## src/rtl/masked_sbox_sequencer.sv

```systemverilog
// masked_sbox_sequencer
//   Byte-serial front/back end for one masked GF(2^8) inverter instance.
//   A full masked state is buffered, fed one masked byte per cycle into the
//   inverter, and a byte index (never data) rides a tag pipe alongside so the
//   returning masked inverse lands in the right result slot. The finished state
//   is held on out_state until the downstream consumer takes it.
//
//   Build option: define MASKED_SBOX_SEQ_AFFINE_EN to apply the AES affine map
//   to each captured share (0x63 added to share 0 only), giving masked SubBytes.
//   Left undefined, the raw masked inverse is stored and the affine map is
//   expected downstream. Timing and handshake are the same in both builds.

module masked_sbox_sequencer #(
   parameter int NUM_SHARES = 2,
   parameter int LATENCY    = 4,
   parameter int NUM_BYTES  = 16
)(
   input  logic                              in_clock,
   input  logic                              in_reset,
   input  logic                              in_valid,
   output logic                              out_in_ready,
   input  logic [NUM_BYTES*NUM_SHARES*8-1:0] in_state,
   output logic [NUM_SHARES*8-1:0]           out_inv_a,
   input  logic [NUM_SHARES*8-1:0]           in_inv_b,
   output logic                              out_busy,
   output logic                              out_valid,
   input  logic                              in_ready,
   output logic [NUM_BYTES*NUM_SHARES*8-1:0] out_state
);

   localparam int IDX_W = (NUM_BYTES > 1) ? $clog2(NUM_BYTES) : 1;
   localparam logic [IDX_W-1:0] LAST_IDX = IDX_W'(NUM_BYTES - 1);

   typedef logic [NUM_SHARES-1:0][7:0]                mbyte_t;
   typedef logic [NUM_BYTES-1:0][NUM_SHARES-1:0][7:0] mstate_t;
   typedef enum logic [1:0] {IDLE, FEED, DRAIN, DONE} state_t;

   state_t                      fsm;
   logic [IDX_W-1:0]            feed_cnt;
   mstate_t                     in_buf;
   mstate_t                     res_buf;
   // Stage 0 shadows the out_inv_a register; stages 1..LATENCY shadow the
   // inverter, so stage LATENCY lines up with the byte on in_inv_b.
   logic [LATENCY:0]            vld_pipe;
   logic [LATENCY:0][IDX_W-1:0] idx_pipe;
   mbyte_t                      inv_b;
   mbyte_t                      cap_byte;
   logic                        accept;
   logic                        drain_done;

`ifdef MASKED_SBOX_SEQ_AFFINE_EN
   // Linear part of the AES affine map; it distributes over XOR, so it can be
   // applied to each share independently.
   function automatic logic [7:0] aes_lin(input logic [7:0] x);
      return x ^ {x[6:0], x[7]} ^ {x[5:0], x[7:6]} ^ {x[4:0], x[7:5]} ^ {x[3:0], x[7:4]};
   endfunction
`endif

   assign inv_b     = mbyte_t'(in_inv_b);
   assign out_state = res_buf;

   // Per-share capture transform: each output share depends on its own inverter share only
   for (genvar s = 0; s < NUM_SHARES; s++) begin : g_share
`ifdef MASKED_SBOX_SEQ_AFFINE_EN
      if (s == 0) begin : g_const
         assign cap_byte[s] = aes_lin(inv_b[s]) ^ 8'h63;
      end else begin : g_lin
         assign cap_byte[s] = aes_lin(inv_b[s]);
      end
`else
      assign cap_byte[s] = inv_b[s];
`endif
   end

   // Accept in IDLE, or in DONE while the result is being taken (no bubble)
   assign out_in_ready = (fsm == IDLE) | ((fsm == DONE) & in_ready);
   assign accept       = out_in_ready & in_valid;

   // Only the tail stage may still be live once the last capture is due
   assign drain_done   = ~|vld_pipe[LATENCY-1:0];

   // Control FSM with registered inverter feed, busy and valid outputs
   always_ff @(posedge in_clock or negedge in_reset) begin
      if (!in_reset) begin
         fsm       <= IDLE;
         feed_cnt  <= '0;
         in_buf    <= '0;
         out_inv_a <= '0;
         out_valid <= 1'b0;
         out_busy  <= 1'b0;
      end else begin
         out_inv_a <= '0;
         case (fsm)
            IDLE: begin
               if (accept) begin
                  in_buf   <= mstate_t'(in_state);
                  feed_cnt <= '0;
                  fsm      <= FEED;
               end
            end
            FEED: begin
               out_inv_a <= in_buf[feed_cnt];
               if (feed_cnt == LAST_IDX) begin
                  feed_cnt <= '0;
                  fsm      <= DRAIN;
               end else begin
                  feed_cnt <= feed_cnt + IDX_W'(1);
               end
            end
            DRAIN: begin
               if (drain_done) begin
                  fsm       <= DONE;
                  out_valid <= 1'b1;
               end
            end
            DONE: begin
               if (in_ready) begin
                  out_valid <= 1'b0;
                  if (accept) begin
                     in_buf   <= mstate_t'(in_state);
                     feed_cnt <= '0;
                     fsm      <= FEED;
                  end else begin
                     fsm <= IDLE;
                  end
               end
            end
            default: fsm <= IDLE;
         endcase
         // Busy while the inverter holds a live byte: first fed byte through last returned byte
         out_busy <= (fsm == FEED) | ((fsm == DRAIN) & ~drain_done);
      end
   end

   // Tag pipe: valid bit and byte index of each byte travelling through the inverter
   always_ff @(posedge in_clock or negedge in_reset) begin
      if (!in_reset) begin
         vld_pipe <= '0;
         idx_pipe <= '0;
      end else begin
         vld_pipe <= {vld_pipe[LATENCY-1:0], (fsm == FEED)};
         idx_pipe <= {idx_pipe[LATENCY-1:0], feed_cnt};
      end
   end

   // Result capture: the byte on in_inv_b is written to the slot named by the pipe tail
   always_ff @(posedge in_clock or negedge in_reset) begin
      if (!in_reset) begin
         res_buf <= '0;
      end else if (vld_pipe[LATENCY]) begin
         res_buf[idx_pipe[LATENCY]] <= cap_byte;
      end
   end

endmodule

```

## config.mk

```make
export PLATFORM = sky130hd
export DESIGN_NAME = masked_sbox_sequencer
export DESIGN_NICKNAME = d
export VERILOG_FILES = /design/src/rtl/masked_sbox_sequencer.sv
export SDC_FILE = /design/constraint.sdc
export NUM_CORES = 1
export LEC_CHECK = 0
export ABC_AREA = 1
export CAP_MARGIN = 20
export CELL_PAD_IN_SITES_DETAIL_PLACEMENT = 1
export CELL_PAD_IN_SITES_GLOBAL_PLACEMENT = 2
export CORE_UTILIZATION = 33
export CTS_CLUSTER_DIAMETER = 60
export DETAILED_ROUTE_END_ITERATION = 8
export PLACE_DENSITY_LB_ADDON = 0.1
export SLEW_MARGIN = 20
export SYNTH_ARGS = -nofsm -noshare
export SYNTH_HDL_FRONTEND = slang
export SYNTH_SLANG_ARGS = --single-unit
```

## constraint.sdc

```tcl
create_clock -name in_clock -period 2.42 [get_ports in_clock]
set_input_delay 0.363 -clock in_clock [delete_from_list [all_inputs] [get_ports in_clock]]
set_output_delay 0.363 -clock in_clock [all_outputs]
set_load 0.03 [all_outputs]
```

## After elaboration in Yosys (flattened, before gate mapping)

Cells that the tools add are included.

- Add/subtract/negate cells: 1
- Magnitude comparators: 3
- Equality and inequality tests: 8
- Muxes and demuxes: 22
- Bitwise logic cells: 5
- Reduce and logical (&&, ||, !) cells: 10

Operator list:

| kind | number |
|---|---|
| 256-bit two-way mux | 2 |
| 256-bit one-hot mux with 2 select lines | 1 |
| 256-bit bitwise mux | 1 |
| 16-bit binary-select mux with 4-bit select | 1 |
| 16-bit demux with 4-bit select | 1 |
| 16-bit two-way mux | 3 |
| 4-bit two-way mux | 3 |
| 4-bit one-hot mux with 3 select lines | 1 |
| 4-bit by 5-bit less-than comparator with 1-bit output, second input constant | 2 |
| 2-bit two-way mux | 4 |
| 2-bit inequality test, second input constant | 4 |
| 2-bit one-hot mux with 4 select lines | 1 |
| 4-bit by 1-bit adder with 4-bit output, second input constant | 1 |
| 2-bit equality test, second input constant | 2 |
| 4-bit equality test, second input constant | 1 |
| 4-bit by 1-bit >= comparator with 1-bit output, second input constant | 1 |
| 2-bit AND reduction | 2 |
| 4-bit AND reduction | 1 |
| 2-bit nonzero test | 2 |
| 4-bit OR reduction | 1 |
| 1-bit bitwise AND | 3 |
| 1-bit two-way mux | 3 |
| 3-bit AND reduction | 1 |
| 3-bit nonzero test | 1 |
| other kinds (5) | 6 |

- Flip-flop bits (word level): 561
- Bits of input ports: 276
- Output and inout port bits: 275
- Word-level logic and storage cells: 124

## Logic depth before layout (Yosys ltp)

Gate-level depths: netlist of run 1.

- Depth in word-level cells: 7
- Depth in mapped cells: 10
- Depth with buffers taken out: 9

## Worst setup path before layout of run 1

No wires, ideal clock.

- Path type: register to register
- From: register fsm[0]
- To: register in_buf[0] (netlist name)
- Setup time: 125 ps
- Data arrival time: 1676 ps
- Required time: 2295 ps
- Path slack: 619 ps
- Stages on the path, launching flop included: 9
- Buffers on the path: 2
- Period minus slack after synthesis: 1801 ps
- Path through: dfrtp_1 > inv_1 > ha_1 > inv_2 > nand2_2 > nand3_4 > buf_6 > buf_8 > mux2_4

- Cells in the longest elaborated chain, start to end: 7
- Elaborated cells between the ends (all ways): 11
- Classes of those cells: eq/ne (2); mux (3); bitwise (3); reduce/logical (3)

RTL lines:

| item | line | source |
|---|---|---|
| start, declared | 38 | `state_t fsm;` |
| start signal, assigned | 85 | `fsm <= IDLE;` |
| start signal, assigned | 98 | `fsm <= FEED;` |
| start signal, assigned | 105 | `fsm <= DRAIN;` |
| 2-bit equality test | 76 | `assign out_in_ready = (fsm == IDLE) \| ((fsm == DONE) & in_ready);` |
| 1-bit bitwise AND | 76 |  |
| 1-bit bitwise OR * | 76 |  |
| named net out_in_ready | 21 | `output logic out_in_ready,` |
| 1-bit bitwise AND * | 77 | `assign accept = out_in_ready & in_valid;` |
| 256-bit two-way mux * | -- |  |
| 256-bit two-way mux | -- |  |
| 256-bit one-hot mux with 2 select lines * | 93 | `case (fsm)` |
| end signal, assigned | 96 | `in_buf <= mstate_t'(in_state);` |
| end signal, assigned | 120 | `in_buf <= mstate_t'(in_state);` |
| end, declared | 40 | `mstate_t in_buf;` |

Mark *: on every way through the listed nets, which the timed path passes. The rest lies on a longest branch. The select of a mux whose other input is x is not followed.
A chain may end at the register's enable or synchronous reset.

## Worst setup path after layout of run 1

- From: register out_valid
- To: output out_valid

RTL lines:

| item | line | source |
|---|---|---|
| start, declared | 26 | `output logic out_valid,` |
| start signal, assigned | 89 | `out_valid <= 1'b0;` |
| start signal, assigned | 113 | `out_valid <= 1'b1;` |
| start signal, assigned | 118 | `out_valid <= 1'b0;` |

No word-level cell between the ends.

==> flow_summary.yaml, run 1 <==
worst_setup_path:
  path_class: "flop to output port"
  startpoint_type: "flop"
  cp_data_arrival_time_ps: 1720
  cp_slowest_cell: "clkdlybuf4s50_1"
  crit_path_cell_trace: "clkdlybuf4s50_1"
  crit_required_ps: 2060
  critical-path-top-delay-family: "buffers and inverters"
  cpPeakStageDelay_ps: 790
  cp.buffers_inverters: 1
  worst_setup_path_end_kind: "output port"
  cp.depth: 1
  reg2reg_depth: 9
  crit_fanout: 2
finish:
  multi_input_area_sq_um: 7850
  areaGrowthSynthToFinish_pct: 37.8
  fin_nets: 3194
  register_area_sq_um: 14000
  fillers: 7820
  drive_gt1_share_pct: 10.7
  post-route-cell-area_sq_um: 32200
pwr:
  power_density_nw_per_um2: 1250
  p_comb_share_pct: 39.8
  pwr-share-seq_pct: 35.7
  p_clk_share_pct: 24.5
  p_sw_mw: 15.2
  leakage_nw: 14.6
  switching_share_pct: 37.6
  p_int_mw: 25.2
  ir_drop_mv: 0.502
detailed_routing:
  vias: 18700
  viasPerCell: 4.78
  drtIter0Drc: 970
  wire_per_inst_um: 21.4
  routed_wl_um: 83400
  antenna_left: 0
  drt-pass1-iter-count: 4
  drcViolationCount: 0
yosys:
  syn_inst: 2370
  synthFlopType: "dfrtp_1"
  yosysMostFrequentCell: "dfrtp_1"
  ys_seq_area_share_pct: 60.0
  synth.net_count: 2652
  synth_area_leaders: "dfrtp_1 (60%), nor2_1 (6.6%), mux2_4 (6.4%)"
  synth_top_area_share_pct: 60.0
  synth_commonest_cells: "dfrtp_1 (561), nor2_1 (412), nand2_1 (331), a21oi_1 (269), inv_1 (153)"
  yosys.cell_types.count: 30
  yosysTopAreaCell: "dfrtp_1"
  ys_ff_latch: 561
  ys_async_sr_fraction_pct: 100
  avgSynthCellArea_sq_um: 9.86
  synth-edff-count: 0
  yosysWarnings: 0
  syn_area_sq_um: 23400
place:
  place_area_sq_um: 30000
  dp_hpwl_um: 60300
  numPortBuffers: 550
  place.gp.congestion: 0.811
floorplanning:
  die_area_sq_um: 71900
  rows: 97
  core_area_sq_um: 70000
  pin_count: 551
  dieHeight_um: 268
  die_x_um: 268
  initial_core_util_pct: 33.4
clock_network:
  cts_tree: "yes"
  cts_buffer_depth: 3
  cts_buffers: 69
  path_clk_slew_ps: 60
  h-tree-depth: 3
  clock_sinks: 561
  insertion_delay_ps: 590
  root_buffer: "clkbuf_16"
global_routing:
  grt_pass1_wl_um: 125000
  grt-ovfl-total: 0
  antenna_found_initial: 17
  grt_max_degree: 85
  grt_util_all_layers_pct: 23.2
  grt_pass1_vias: 20000
run:
  maxCapViolations: 0
timing:
  relSlewSlack_pct: 49.2
  setup_tns_ps: 0
  fin_crit_ps: 2080
  max_clock_freq_ghz: 0.480
  drv_slew: 0
  rsz0062_at_grt: "false"
  finalHoldViolations: 0
  worst_pin_slew_ps: 762
  skew_ps: 16.9
  timing.hold.ws_ps: 287
  finalSetupViolCount: 0
  period_share_pct: 86.1
status:
  status: "finished, final reports clean"
worst_hold_path:
  hold_path_class: "input pin to async pin"
-- path summary, 6_finish.rpt --
path | start | endpoint | slack [ps]
hold / removal | in_reset | out_state[72] | 290
setup reg to reg | fsm[0] | in_buf[90] | 420
hold reg to reg | idx_pipe[5] | idx_pipe[9] | 340
min in group in_clock | idx_pipe[5] | idx_pipe[9] | 340
max in group asynchronous | in_reset | in_buf[158] | 1110
setup / recovery | out_valid | out_valid | 340
-- power groups by stage --
| stage | sequential (mW) | clock [mW] | combinational, mW |
|---|---|---|---|
| floorplan | 16.1 | 0 | 8.41 |
| global placement | 14.4 | 0 | 15.9 |
| detailed placement | 14.6 | 0 | 16.3 |
| CTS | 14.4 | 10.2 | 16.3 |
| global route | 14.8 | 10.5 | 17.6 |
| finish | 14.4 | 9.88 | 16.1 |
-- registers in the layout, indices dropped and copies added (netlist names), 2 cells and up --
name / count
idx_pipe: 20
feed_cnt: 4
fsm: 2
in_buf: 256
out_state: 256
out_inv_a: 16
vld_pipe: 5
-- cell type report --
type | instances | area share (%)
flip-flops and latches | 561 | 43.6
multi-input cells | 1489 | 24.4
repair buffers | 630 | 19.8
clock buffers | 102 | 6.19
well taps | 940 | 3.65
inverters | 161 | 1.88
clock inverters | 19 | 0.478
diodes | 5 | 0.0388
-- timing repair --
action	in CTS	in global routing
endpoints found under the hold margin	34	0
buffers inserted	0	0
resized for setup	0	0
hold buffers	1	0
-- stage by stage --
step | utilization, % | power [mW] | worst slack, ps | cells
final | 46.0 | 40.4 | 335 | 3907
after global routing | 46.0 | 42.9 | 267 | 3906
after CTS | 46.0 | 41.0 | 288 | 3902
after detailed placement | 42.9 | 30.8 | 290 | 3780
after global placement | 42.9 | 30.3 | 356 | 3780
after floorplan | - | 24.5 | 619 | 2370
-- cell usage in the layout (no fill, tap or decap), types with 22 or more instances in the layout --
master	synthesis	layout
a21oi_1	269	269
buf_4	19	59
clkbuf_1	60	22
clkbuf_16	0	72
clkdlybuf4s50_1	0	548
dfrtp_1	561	558
inv_1	153	153
mux2_4	100	100
nand2_1	331	331
nand3_1	126	126
nor2_1	412	411
o21ai_0	148	148
o21ai_1	29	29
-- per-layer routing --
| metal | track usage [%] | up-vias | part of all wire, % |
|---|---|---|---|
| met5 | 0 | - | 0.12 |
| met4 | 8.03 | 16 | 2.7 |
| met3 | 5.06 | 136 | 5.6 |
| met2 | 39.9 | 428 | 50 |
| met1 | 28.5 | 9325 | 41 |
| li1 | - | 8771 | - |
-- cells by family (layout without fill, tap and decap cells) --
| logic type | count (synthesis) | after routing | synth area share, % |
|---|---|---|---|
| adders and majority gates | 6 | 6 | 0.321 |
| and+or+nand+nor | 885 | 885 | 15.1 |
| other | 0 | 5 | 0 |
| buffers and inverters | 320 | 912 | 6.41 |
| muxes | 130 | 130 | 7.87 |
| DFF | 561 | 561 | 60.0 |
| xor gates and xnor gates | 1 | 1 | 0.0375 |
| AOI/OAI and AO/OA | 467 | 467 | 10.2 |
Note: power is estimated with default switching activity, not from simulation.
==> inputs of run 2 (changes only) <==
--- a/config.mk
+++ b/config.mk
@@ -11,6 +11,7 @@
 export CELL_PAD_IN_SITES_GLOBAL_PLACEMENT = 2
 export CORE_UTILIZATION = 33
 export CTS_CLUSTER_DIAMETER = 60
+export CTS_CLUSTER_SIZE = 12
 export DETAILED_ROUTE_END_ITERATION = 8
 export PLACE_DENSITY_LB_ADDON = 0.1
 export SLEW_MARGIN = 20
==> flow_summary.yaml, run 2 (synthesized netlist as in run 1, its figures left out) <==
worst_setup_path:
  crit_path_cell_trace: "clkdlybuf4s50_1"
  cp.buffers_inverters: 1
  cp_slowest_cell: "clkdlybuf4s50_1"
  crit_required_ps: 2060
  worst_setup_path_end_kind: "output port"
  startpoint_type: "flop"
  cp_data_arrival_time_ps: 1760
  path_class: "flop to output port"
  crit_fanout: 2
  critical-path-top-delay-family: "buffers and inverters"
  cpPeakStageDelay_ps: 770
clock_network:
  cts_buffers: 58
  clock_sinks: 561
  post-cts-setup-buffers: 0
  ctsResizeCount: 0
  h-tree-depth: 2
  cts_buffer_depth: 3
  root_buffer: "clkbuf_16"
  path_clk_slew_ps: 60
  cts_tree: "yes"
  insertion_delay_ps: 630
floorplanning:
  die_x_um: 268
  pin_count: 551
  initial_core_util_pct: 33.4
  core_area_sq_um: 70000
  dieHeight_um: 268
  rows: 97
  die_area_sq_um: 71900
finish:
  fillers: 7803
  layout_common_cells: "dfrtp_1 (558), clkdlybuf4s50_1 (548), nor2_1 (411)"
  fin_nets: 3183
  drive_gt1_share_pct: 10.2
  register_area_sq_um: 14000
  final_common_cell: "dfrtp_1"
  final_core_util_pct: 45.5
  areaGrowthSynthToFinish_pct: 36.4
  multi_input_area_sq_um: 7850
worst_hold_path:
  hold_path_class: "input pin to async pin"
global_routing:
  busiest_layer: "met2"
  grt_util_all_layers_pct: 23.0
  grtUsageMet2_pct: 39.8
  grt_pass1_vias: 19800
  grt_pass1_wl_um: 124000
  antenna_found_initial: 15
  globalRouteMet1Util_pct: 28.6
  grt-ovfl-total: 0
  grt_max_degree: 85
  globalRouteMet3Util_pct: 4.82
timing:
  setup_tns_ps: 0
  drv_slew: 0
  relSlewSlack_pct: 49.6
  finalSetupViolCount: 0
  fin_crit_ps: 2130
  period_share_pct: 87.9
  finalHoldViolations: 0
  skew_ps: 16.6
  rsz0062_at_grt: "false"
  worst_pin_slew_ps: 756
  max_clock_freq_ghz: 0.470
detailed_routing:
  antenna_left: 0
  viasPerCell: 4.78
  drt-pass1-iter-count: 5
  routed_wl_um: 83100
  vias: 18500
  wire_per_inst_um: 21.4
  drtIter0Drc: 1055
  drcViolationCount: 0
status:
  status: "finished, final reports clean"
place:
  numPortBuffers: 550
  dp_hpwl_um: 60300
  place.gp.congestion: 0.811
pwr:
  power_density_nw_per_um2: 1240
  ir_drop_mv: 0.635
  leakage_nw: 14.5
run:
  maxCapViolations: 0
run 2: cell types whose count changed in the layout (fill, tap and decap cells not counted), sizes merged:
cell,change
clkbuf,-29
clkinv,-7
bufinv,+5
clkinvlp,-1
run 2: final timing paths:
check / to / start / slack, ps / cells past startpoint
max in group asynchronous: in_buf[94] / in_reset / 1160 / 4
setup reg to reg: in_buf[90] / fsm[0] / 420 / 9
setup / recovery: out_state[11] / out_state[11] / 290 / 1
min in group in_clock: in_buf[27] / in_state[27] / 320 / 3
hold / removal: out_state[72] / in_reset / 240 / 2
hold reg to reg: idx_pipe[9] / idx_pipe[5] / 340 / 0
run 2: what timing repair did:
| item | CTS | global route |
|---|---|---|
| hold buffers | 1 | 0 |
| setup endpoints to repair | 0 | 0 |
| endpoints found under the hold margin | 34 | 0 |
run 2: metrics by stage:
step | std cells | power (mW) | cell area [sq um] | hold slack [ps] | setup WS (ps)
floorplan | 2370 | 24.5 | 23400 | 67.4 | 619
global placement | 3780 | 30.3 | 30000 | 317 | 356
detailed placement | 3780 | 30.8 | 30000 | 319 | 290
CTS | 3870 | 40.0 | 31900 | 232 | 233
global route | 3873 | 42.0 | 31900 | 256 | 219
finish | 3875 | 39.5 | 31900 | 239 | 293
run 2: cell type report:
| cell class | instances | share of cell area [%] |
|---|---|---|
| diodes | 5 | 0.0392 |
| clock buffers | 73 | 4.95 |
| clock inverters | 16 | 0.808 |
| inverters | 161 | 1.90 |
| multi-input cells | 1489 | 24.6 |
| flip-flops and latches | 561 | 44.0 |
| well taps | 940 | 3.69 |
| repair buffers | 630 | 20.0 |
run 2: layer usage:
| metal | vias up | part of all wire, % |
|---|---|---|
| met5 | - | 0.071 |
| met3 | 136 | 5.6 |
| li1 | 8720 | - |
| met2 | 403 | 50 |
| met4 | 12 | 3.0 |
| met1 | 9238 | 41 |
run 2: where the power goes:
| group | switching (mW) | internal [mW] | total [mW] |
|---|---|---|---|
| clock network | 3.82 | 5.18 | 9.00 |
| logic | 9.46 | 6.63 | 16.1 |
| registers | 1.65 | 12.7 | 14.4 |
| total | 14.9 | 24.6 | 39.5 |
==> inputs of run 3 (changes only) <==
--- a/config.mk
+++ b/config.mk
@@ -9,7 +9,8 @@
 export CAP_MARGIN = 20
 export CELL_PAD_IN_SITES_DETAIL_PLACEMENT = 1
 export CELL_PAD_IN_SITES_GLOBAL_PLACEMENT = 2
-export CORE_UTILIZATION = 33
+export CORE_ASPECT_RATIO = 0.75
+export CORE_UTILIZATION = 31
 export CTS_CLUSTER_DIAMETER = 60
 export CTS_CLUSTER_SIZE = 12
 export DETAILED_ROUTE_END_ITERATION = 8
==> constraint.sdc (replaced) <==
create_clock -name in_clock -period 2.3 [get_ports in_clock]
set_input_delay 0.345 -clock in_clock [delete_from_list [all_inputs] [get_ports in_clock]]
set_output_delay 0.345 -clock in_clock [all_outputs]
set_load 0.03 [all_outputs]
==> flow_summary.yaml, run 3 (synthesized netlist as in run 1, its figures left out) <==
worst_setup_path:
  startpoint_type: "flop"
  worst_setup_path_end_kind: "output port"
  r2r_setup_slack_ps: 380
  cp.buffers_inverters: 1
  cpPeakStageDelay_ps: 840
  cp_slowest_cell: "clkdlybuf4s50_1"
  crit_path_cell_trace: "clkdlybuf4s50_1"
  cp_data_arrival_time_ps: 1790
  reg2reg_depth: 10
  path_class: "flop to output port"
  cp.depth: 1
  crit_fanout: 1
  critical-path-top-delay-family: "buffers and inverters"
  crit_required_ps: 1960
global_routing:
  grt_pass1_wl_um: 124000
  grt-ovfl-total: 0
  globalRouteMet1Util_pct: 28.5
  busiest_layer: "met2"
  grt_max_degree: 88
  grt_pass1_vias: 19400
  globalRouteMet3Util_pct: 3.76
  grtUsageMet2_pct: 35.5
  antenna_found_initial: 14
  grt_util_all_layers_pct: 21.4
clock_network:
  cts_buffer_depth: 3
  root_buffer: "clkbuf_16"
  insertion_delay_ps: 620
  ctsResizeCount: 0
  cts_tree: "yes"
  h-tree-depth: 2
  path_clk_slew_ps: 60
  clock_sinks: 561
  cts_buffers: 54
floorplanning:
  dieHeight_um: 240
  rows: 86
  pin_count: 551
  initial_core_util_pct: 31.6
  die_area_sq_um: 76500
  core_area_sq_um: 74000
  die_x_um: 319
pwr:
  leakage_nw: 14.4
  p_clk_share_pct: 20.1
  switching_share_pct: 38.5
  ir_drop_mv: 0.659
  p_comb_share_pct: 42.3
  power.total_mw: 40.3
  p_int_mw: 24.8
  pwr-share-seq_pct: 37.6
  p_sw_mw: 15.5
  power_density_nw_per_um2: 1270
timing:
  skew_ps: 27.7
  drv_slew: 0
  max_clock_freq_ghz: 0.469
  worst_pin_slew_ps: 691
  period_share_pct: 92.7
  relSlewSlack_pct: 53.9
  finalHoldViolations: 0
  rsz0062_at_grt: "false"
  fin_crit_ps: 2130
  finalSetupViolCount: 0
  setup_tns_ps: 0
finish:
  fin_nets: 3185
  drive_gt1_share_pct: 9.88
  areaGrowthSynthToFinish_pct: 35.6
  layout_common_cells: "dfrtp_1 (558), clkdlybuf4s50_1 (548), nor2_1 (411)"
  final_common_cell: "dfrtp_1"
place:
  dp_hpwl_um: 59800
  place.gp.congestion: 0.781
  numPortBuffers: 550
status:
  status: "finished, final reports clean"
worst_hold_path:
  hold_path_class: "input pin to async pin"
detailed_routing:
  wire_per_inst_um: 21.1
  vias: 18400
  routed_wl_um: 82200
  drcViolationCount: 0
  drt-pass1-iter-count: 4
  viasPerCell: 4.72
  drtIter0Drc: 886
  antenna_left: 0
run:
  maxCapViolations: 0
-- run 3: repair_timing --
action | 4_1_cts | 5_1_grt
setup buffers | 0 | 0
hold buffers | 1 | 0
hold endpoints to repair | 34 | 0
-- run 3: final timing paths --
| check | from | endpoint |
|---|---|---|
| max | out_busy | out_busy |
| min | in_reset | out_state[22] |
| max reg2reg | fsm[0] | in_buf[164] |
| min reg2reg | idx_pipe[8] | idx_pipe[12] |
| max in group asynchronous | in_reset | in_buf[206] |
| min in group in_clock | in_state[44] | in_buf[44] |
-- run 3: final cells by class --
| cell class | instances | area, sq um |
|---|---|---|
| Timing Repair Buffer | 636 | 6510 |
| Fill cell | 8208 | 42300 |
| Sequential cell | 561 | 14000 |
| Clock inverter | 6 | 56.3 |
| Clock buffer | 61 | 1410 |
| Inverter | 161 | 606 |
| Multi-Input combinational cell | 1489 | 7850 |
| Antenna cell | 6 | 15.0 |
| Tap cell | 968 | 1210 |
-- run 3: layer usage --
| layer | up-vias | part of all wire, % |
|---|---|---|
| met2 | 376 | 48 |
| li1 | 8699 | - |
| met1 | 9168 | 45 |
| met5 | - | 0.024 |
| met4 | 4 | 2.4 |
| met3 | 103 | 4.2 |
-- run 3: per-stage QoR --
stage | setup slack [ps] | util (%) | instances | area, sq um | hold WS, ps
2_1_floorplan | 499 | - | 2370 | 23400 | 49.4
3_3_place_gp | 221 | 40.8 | 3814 | 30200 | 335
4_1_cts | 101 | 42.8 | 3882 | 31700 | 259
3_5_place_dp | 213 | 40.8 | 3814 | 30200 | 336
6_report | 168 | 42.8 | 3888 | 31700 | 284
5_1_grt | 73.7 | 42.8 | 3888 | 31700 | 290
-- run 3: power by group through the flow --
stage / clock, mW / sequential (mW) / combinational, mW
after floorplan: 0 / 16.9 / 8.85
after global routing: 8.76 / 15.6 / 18.7
after CTS: 8.45 / 15.2 / 17.3
after detailed placement: 0 / 15.4 / 17.3
final: 8.10 / 15.2 / 17.1
after global placement: 0 / 15.2 / 16.9
